## config.mk

```make
export PLATFORM = sky130hd
export DESIGN_NAME = dcache_arbiter
export DESIGN_NICKNAME = d
export VERILOG_FILES = /design/src/rtl/dcache_arbiter.sv
export SDC_FILE = /design/constraint.sdc
export NUM_CORES = 1
export LEC_CHECK = 0
export CAP_MARGIN = 20
export CORE_AREA = 2 2 122 124
export CTS_BUF_LIST = sky130_fd_sc_hd__clkbuf_16
export DETAILED_ROUTE_END_ITERATION = 8
export DIE_AREA = 0 0 124 126
export PLACE_DENSITY = 0.73
export SYNTH_ARGS = -nofsm -noshare
export SYNTH_HDL_FRONTEND = slang
export SYNTH_SLANG_ARGS = --single-unit
```

## constraint.sdc

```tcl
create_clock -name clk -period 12.8 [get_ports clk]
set_clock_uncertainty 0.2 [all_clocks]
set_input_delay 3.84 -clock clk [delete_from_list [all_inputs] [get_ports clk]]
set_output_delay 3.84 -clock clk [all_outputs]
set_load 0.05 [all_outputs]
```

## src/rtl/dcache_arbiter.sv

```systemverilog
`default_nettype none
// +------------------------------------------------------------------------+
// | Module   : dcache_arbiter                                              |
// | Purpose  : Shares the single-port data cache between the load/store    |
// |            unit (requester 0) and the debug/DMA port (requester 1).    |
// |            Round-robin grant with a lock for atomic sequences, range   |
// |            check with error responses, read data routed to its owner.  |
// | Revision : 1.0  initial release                                        |
// +------------------------------------------------------------------------+
module dcache_arbiter #(
  parameter int ADDR_WIDTH = 32,
  parameter int DATA_WIDTH = 32,
  parameter int DEPTH      = 16
) (
  input  logic                    clk,
  input  logic                    reset,

  input  logic                    req0_valid,
  input  logic                    req0_write,
  input  logic                    req0_lock,
  input  logic [ADDR_WIDTH-1:0]   req0_address,
  input  logic [DATA_WIDTH/8-1:0] req0_byte_enable,
  input  logic [DATA_WIDTH-1:0]   req0_write_data,
  output logic                    req0_ready,
  output logic                    rsp0_valid,
  output logic                    rsp0_error,
  output logic [DATA_WIDTH-1:0]   rsp0_read_data,

  input  logic                    req1_valid,
  input  logic                    req1_write,
  input  logic                    req1_lock,
  input  logic [ADDR_WIDTH-1:0]   req1_address,
  input  logic [DATA_WIDTH/8-1:0] req1_byte_enable,
  input  logic [DATA_WIDTH-1:0]   req1_write_data,
  output logic                    req1_ready,
  output logic                    rsp1_valid,
  output logic                    rsp1_error,
  output logic [DATA_WIDTH-1:0]   rsp1_read_data,

  output logic                    mem_enable,
  output logic                    mem_write_enable,
  output logic [ADDR_WIDTH-1:0]   mem_address,
  output logic [DATA_WIDTH/8-1:0] mem_byte_enable,
  output logic [DATA_WIDTH-1:0]   mem_write_data,
  input  logic [DATA_WIDTH-1:0]   mem_read_data
);

  // Last byte address of the cache, widened by one bit so that the
  // end-of-word computation can never wrap back into range.
  localparam logic [ADDR_WIDTH:0] c_last_byte = (ADDR_WIDTH+1)'(DEPTH*4-1);
  localparam logic [ADDR_WIDTH:0] c_word_tail = (ADDR_WIDTH+1)'(3);

  typedef enum logic [1:0] {
    OPEN  = 2'd0,
    LOCK0 = 2'd1,
    LOCK1 = 2'd2
  } state_t;

  state_t r_state;
  logic   r_last_grant;
  logic   [1:0] r_rsp_valid;
  logic   r_rsp_err;

  logic                    w_cand0;
  logic                    w_cand1;
  logic                    w_grant0;
  logic                    w_grant1;
  logic                    w_any;
  logic                    w_sel_write;
  logic                    w_sel_lock;
  logic [ADDR_WIDTH-1:0]   w_sel_addr;
  logic [DATA_WIDTH/8-1:0] w_sel_be;
  logic [DATA_WIDTH-1:0]   w_sel_wdata;
  logic [ADDR_WIDTH:0]     w_end_addr;
  logic                    w_in_range;

  // Grant: a lock excludes the other requester; on conflict in OPEN the
  // requester that did not win last time gets the port. Nothing is granted
  // while reset is held.
  always_comb begin
    w_cand0  = req0_valid && (r_state != LOCK1) && !reset;
    w_cand1  = req1_valid && (r_state != LOCK0) && !reset;
    w_grant0 = w_cand0 && (!w_cand1 || r_last_grant);
    w_grant1 = w_cand1 && (!w_cand0 || !r_last_grant);
    w_any    = w_grant0 || w_grant1;
  end

  // Select the winning request's fields and range-check the full word.
  always_comb begin
    w_sel_write = w_grant1 ? req1_write       : req0_write;
    w_sel_lock  = w_grant1 ? req1_lock        : req0_lock;
    w_sel_addr  = w_grant1 ? req1_address     : req0_address;
    w_sel_be    = w_grant1 ? req1_byte_enable : req0_byte_enable;
    w_sel_wdata = w_grant1 ? req1_write_data  : req0_write_data;
    w_end_addr  = {1'b0, w_sel_addr} + c_word_tail;
    w_in_range  = (w_end_addr <= c_last_byte);
  end

  // Cache port: forward only in-range accepted accesses, otherwise all zero.
  always_comb begin
    mem_enable       = 1'b0;
    mem_write_enable = 1'b0;
    mem_address      = '0;
    mem_byte_enable  = '0;
    mem_write_data   = '0;
    if (w_any && w_in_range) begin
      mem_enable       = 1'b1;
      mem_write_enable = w_sel_write;
      mem_address      = w_sel_addr;
      mem_byte_enable  = w_sel_be;
      mem_write_data   = w_sel_wdata;
    end
  end

  assign req0_ready = w_grant0;
  assign req1_ready = w_grant1;

  // Arbitration state, round-robin history and one-cycle response flags.
  always_ff @(posedge clk) begin
    if (reset) begin
      r_state      <= OPEN;
      r_last_grant <= 1'b1;
      r_rsp_valid  <= 2'b00;
      r_rsp_err    <= 1'b0;
    end else begin
      r_rsp_valid <= 2'b00;
      r_rsp_err   <= 1'b0;
      if (w_any) begin
        r_last_grant <= w_grant1;
        if (w_sel_lock) begin
          r_state <= w_grant1 ? LOCK1 : LOCK0;
        end else begin
          r_state <= OPEN;
        end
        if (!w_sel_write || !w_in_range) begin
          r_rsp_valid <= w_grant1 ? 2'b10 : 2'b01;
          r_rsp_err   <= !w_in_range;
        end
      end
    end
  end

  // Responses are suppressed while reset is held so a pending one is dropped.
  always_comb begin
    rsp0_valid     = r_rsp_valid[0] && !reset;
    rsp1_valid     = r_rsp_valid[1] && !reset;
    rsp0_error     = rsp0_valid && r_rsp_err;
    rsp1_error     = rsp1_valid && r_rsp_err;
    rsp0_read_data = (rsp0_valid && !r_rsp_err) ? mem_read_data : '0;
    rsp1_read_data = (rsp1_valid && !r_rsp_err) ? mem_read_data : '0;
  end

endmodule
`default_nettype wire

```

### Word-level counts from Yosys, hierarchy flattened

Index checks and enable logic that the tools add are counted.

* flip-flop bits (word level): 6
* input port bits: 176
* output and inout port bits: 140
* logic and storage cells: 49

* add/sub/neg operators: 1
* $lt $le $gt $ge: 1
* equality and inequality tests: 2
* multiplexer cells: 14
* bitwise operators: 2
* reduce and logical (&&, ||, !) cells: 25

Operator list (number)
* $mux 32: 6
* $add 32x2->33 const B: 1
* $le 33x6->1 const B: 1
* $logic_and 1x1->1: 13
* $mux 4: 2
* $logic_not 1->1: 7
* $logic_or 1x1->1: 4
* $mux 1: 4
* $mux 2: 2
* $reduce_or 3->1: 1
* $ne 2x1->1 const B: 1
* $ne 2x2->1 const B: 1
* $not 1->1: 2

### Longest topological paths before layout

* depth after elaboration: 13
* mapped depth: 17
* mapped depth without buffers: 12

### Least setup slack after synthesis

No wires, ideal clock.

* kind: input-to-output
* start point: in reset
* end point: out mem_byte_enable[3]
* arrival: 8.740 ns
* data required time: 8.760 ns
* setup slack: 0.020 ns
* stages on the path: 16
* buffers on the path: 4
* path through: and3b_1 a22oi_2 buf_2 clkbuf_1 buf_2 mux2i_1 ha_1 nand3b_1 or4_1 buf_2 nor4_1 mux2_2 a221oi_1 nor4b_2 nand4b_4 nor3_1

* longest elaborated chain between the ends: 10
* elaborated cells on any way between the ends: 16
* those cells by class: 1 x add/sub; 1 x order compare; 3 x mux; 11 x reduce/logical

Ends and longest elaborated chain
* start, declared: line 16 `input logic reset,`
* $logic_not 1->1 (*): line 81, 82
* $logic_and 1x1->1: line 81 `w_cand0 = req0_valid && (r_state != LOCK1) && !reset;`
* $logic_not 1->1: line 84 `w_grant1 = w_cand1 && (!w_cand0 || !r_last_grant);`
* $logic_or 1x1->1: line 84
* $logic_and 1x1->1: line 84
* $mux 32: line 92 `w_sel_addr = w_grant1 ? req1_address : req0_address;`
* $add 32x2->33: line 95 `w_end_addr = {1'b0, w_sel_addr} + c_word_tail;`
* $le 33x6->1: line 96 `w_in_range = (w_end_addr <= c_last_byte);`
* $logic_and 1x1->1: line 106 `if (w_any && w_in_range) begin`
* $mux 4 (*): line 106
* end, declared: line 43 `output logic [DATA_WIDTH/8-1:0] mem_byte_enable,`

Every way passes the cells marked *; elsewhere a longest branch is shown, timed or not.

### Worst setup path after layout

* start point: in reset
* end point: out mem_write_data[1]

* longest elaborated chain between the ends: 10
* elaborated cells on any way between the ends: 16
* those cells by class: 1 x add/sub; 1 x order compare; 3 x mux; 11 x reduce/logical

Ends and longest elaborated chain
* $logic_not 1->1 (*): line 81, 82
* $logic_and 1x1->1: line 81
* $logic_not 1->1: line 84
* $logic_or 1x1->1: line 84
* $logic_and 1x1->1: line 84
* $mux 32: line 92
* $add 32x2->33: line 95
* $le 33x6->1: line 96
* $logic_and 1x1->1: line 106
* $mux 32 (*): line 106
* end, declared: line 44 `output logic [DATA_WIDTH-1:0] mem_write_data,`

Marks and branches as above.

==> run_results.csv <==
group,metric,value,unit
synthesis,synth_edf_count,0,
floorplanning,initial_core_util,0.234,
synthesis,syn_inst,461,
place,portBuffers,290,
global_routing,grt_overflow,0,
clocking,insertion_delay,0.23,ns
routing,viasPerCell,4.82,
clocking,clk_pin_slew_worst_paths,0.03,ns
routing,drt-total-wl,15900,um
critical_path,path_cells,"clkdlybuf4s50_1, and3b_1, a22oi_2, mux2i_1, ha_1, nand3b_1, or4_1, nor4_1, mux2_2, a221oi_1, nor4b_4, nand4b_4, buf_12, nor3_1, buf_12",
routing,firstDrtPassIters,4,
routing,drc,0,
floorplanning,fp-row-count,44,
sta,max_freq,80.1,MHz
layout,final_cells,921,
place,hpwl,13400,um
critical_path,crit_arrival,8.45,ns
floorplanning,core-area,14300,um2
critical_path,cpMaxStageDelayCell,"clkdlybuf4s50_1",
place,placed_area,6790,um2
sta,post-route-min-period,12.49,ns
global_routing,grt_pass1_wl,23400,um
layout,final_nets,916,
routing,wl_per_cell,17.3,um
synthesis,synthArstFlopShare,0,
clocking,hold_buffers,0,
routing,num_vias,4440,
synthesis,synth_seq_area_share,0.0359,
layout,drive_gt1_frac,0.152,
critical_path,start_kind,"input port",
synthesis,synth.most_common_cell,"and2_1",
critical_path,path_common_cell,"buf_12",
synthesis,yosysTopAreaCell,"mux2i_1",
critical_path,crit_fanout,45,
clocking,cts_sinks,6,
pwr,leakage,0.00263,uW
sta,slew_headroom,0.377,
critical_path,cpPeakStageDelay,0.62,ns
synthesis,synth_area,3340,um2
outcome,run_status,"completed",
floorplanning,die_area,15600,um2
synthesis,synth_area_leaders,"mux2i_1, and2_1, nor3_2",
sta,holdWs,0.331,ns
global_routing,grt_pass1_vias,4137,
pwr,pwr_density_cell,36.8,nW/um2
floorplanning,die_h,126,um
synthesis,ys.flop_type,"dfxtp_1",
place,place_inst,918,
floorplanning,pin_count,316,
clocking,cts_tree,"yes",
synthesis,synth_commonest_cells,"and2_1, mux2i_1, nor3_2",
sta,setup_viol,0,
critical_path,reg2reg_depth,13,
clocking,cts_buffer_depth,2,
synthesis,synthDominantCellAreaShare,0.159,
layout,diodes,0,
synthesis,synth.avg_cell_area,7.25,um2
layout,design_area,6880,um2
synthesis,synth_cell_types,62,
routing,ant_nets,0,
layout,area_growth,106,%
synthesis,ys_ff_latch,6,
clocking,numCtsBuffers,3,
pwr,vdd_drop_max,49.3,uV
clocking,htreeDepth,1,
global_routing,antenna_found_initial,0,
layout,final_util,0.481,
sta,timing_hold_violations_final,0,
sta,tightest_slew,0.935,ns
hold_path,hold_depth,2,
sta,drv_slew,0,
floorplanning,die_w,124,um
sta,fin_crit_sh,0.975,
hold_path,min_path_type,"register to register",
place,gp_congestion,0.911,
synthesis,yosysWarnings,0,
critical_path,critical_path_class,"input port to output port",
clocking,cts_root_buf,"clkbuf_16",
critical_path,required,8.76,ns
global_routing,grt_max_degree,61,
routing,drt_iter0_drc,183,
flow_run,cap_violations,0,
critical_path,endpoint_kind,"output port",
global_routing,grt_usage,0.192,
==> registers in the layout, summed over array words and instances (netlist names) <==
name,flops
r_rsp_err,1
r_rsp_valid,2
r_last_grant,1
r_state,2
==> final timing paths <==
check             slack [ns]                      end                       from
setup / recovery        0.31        mem_write_data[1]                      reset
hold / removal          0.33  r_state[1]$_SDFFE_PP0N_    r_state[1]$_SDFFE_PP0N_
setup reg to reg        8.59     r_rsp_err$_SDFF_PP0_  r_last_grant$_SDFFE_PP1N_
hold reg to reg         0.33  r_state[1]$_SDFFE_PP0N_    r_state[1]$_SDFFE_PP0N_
==> final cells by class <==
cell class | instances | area (um2)
Sequential cell | 6 | 120
Fill cell | 1393 | 7430
Clock buffer | 3 | 75.1
Timing Repair Buffer | 298 | 3430
Multi-Input combinational cell | 421 | 2990
Tap cell | 184 | 230
Inverter | 9 | 33.8
==> worst max-delay path: cells and delay by family <==
kind	cells	cell delay (ns)
simple gates	7	2.15
fa+ha+maj	1	0.26
buf+inv	3	1.03
compound gates	2	0.57
mux	2	0.54
==> metrics by stage <==
stage          setup WS, ns  total power [uW]  setup TNS [ns]
2_1_floorplan        0.0201               118               0
3_3_place_gp          0.346               200               0
3_5_place_dp          0.274               201               0
4_1_cts               0.254               253               0
5_1_grt            -0.00761               267        -0.00761
6_report              0.314               253               0
==> cells by family after synthesis <==
family	share of synthesized area
simple gates	0.510
flops	0.0359
fa+ha+maj	0.00673
mux	0.165
buf+inv	0.104
compound gates	0.125
xor+xnor	0.0524
other cells	0.00112
==> power breakdown <==
group / internal [uW] / switching [uW]
Sequential: 20.2 / 1.07
Clock: 40.1 / 10.6
Combinational: 82.9 / 97.9
==> layer usage <==
| layer | vias to the layer above | part of all wire | global-route usage |
|---|---|---|---|
| met5 | - | 0 | 0 |
| met4 | 0 | 0.0091 | 0.0258 |
| met3 | 12 | 0.12 | 0.0625 |
| met2 | 241 | 0.49 | 0.329 |
| met1 | 2000 | 0.39 | 0.239 |
| li1 | 2187 | - | - |
==> layout by cell type (no fill, tap or decap), drive strengths merged, types with 3 or more instances in the layout <==
master and n:
nand3b 3, nor2 23, a31oi 3, a21oi 7
o21bai 4, inv 9, nand2 24, o21ai 7
buf 53, a22oi 4, nand4 17, xnor2 11
o211ai 4, and2 72, nand3 28, o31ai 3
xor2 9, nor2b 7, conb 25, and3 5
a21o 4, dfxtp 6, mux2i 53, nor3 60
a211oi 3, clkdlybuf4s50 245, clkbuf 3, nor4 11
==> timing repair <==
action / CTS / global route
buffers inserted: 0 / 0
endpoints found under the setup margin: 0 / 4
gates resized for setup: 0 / 3
(Power assumes the default switching activity.)
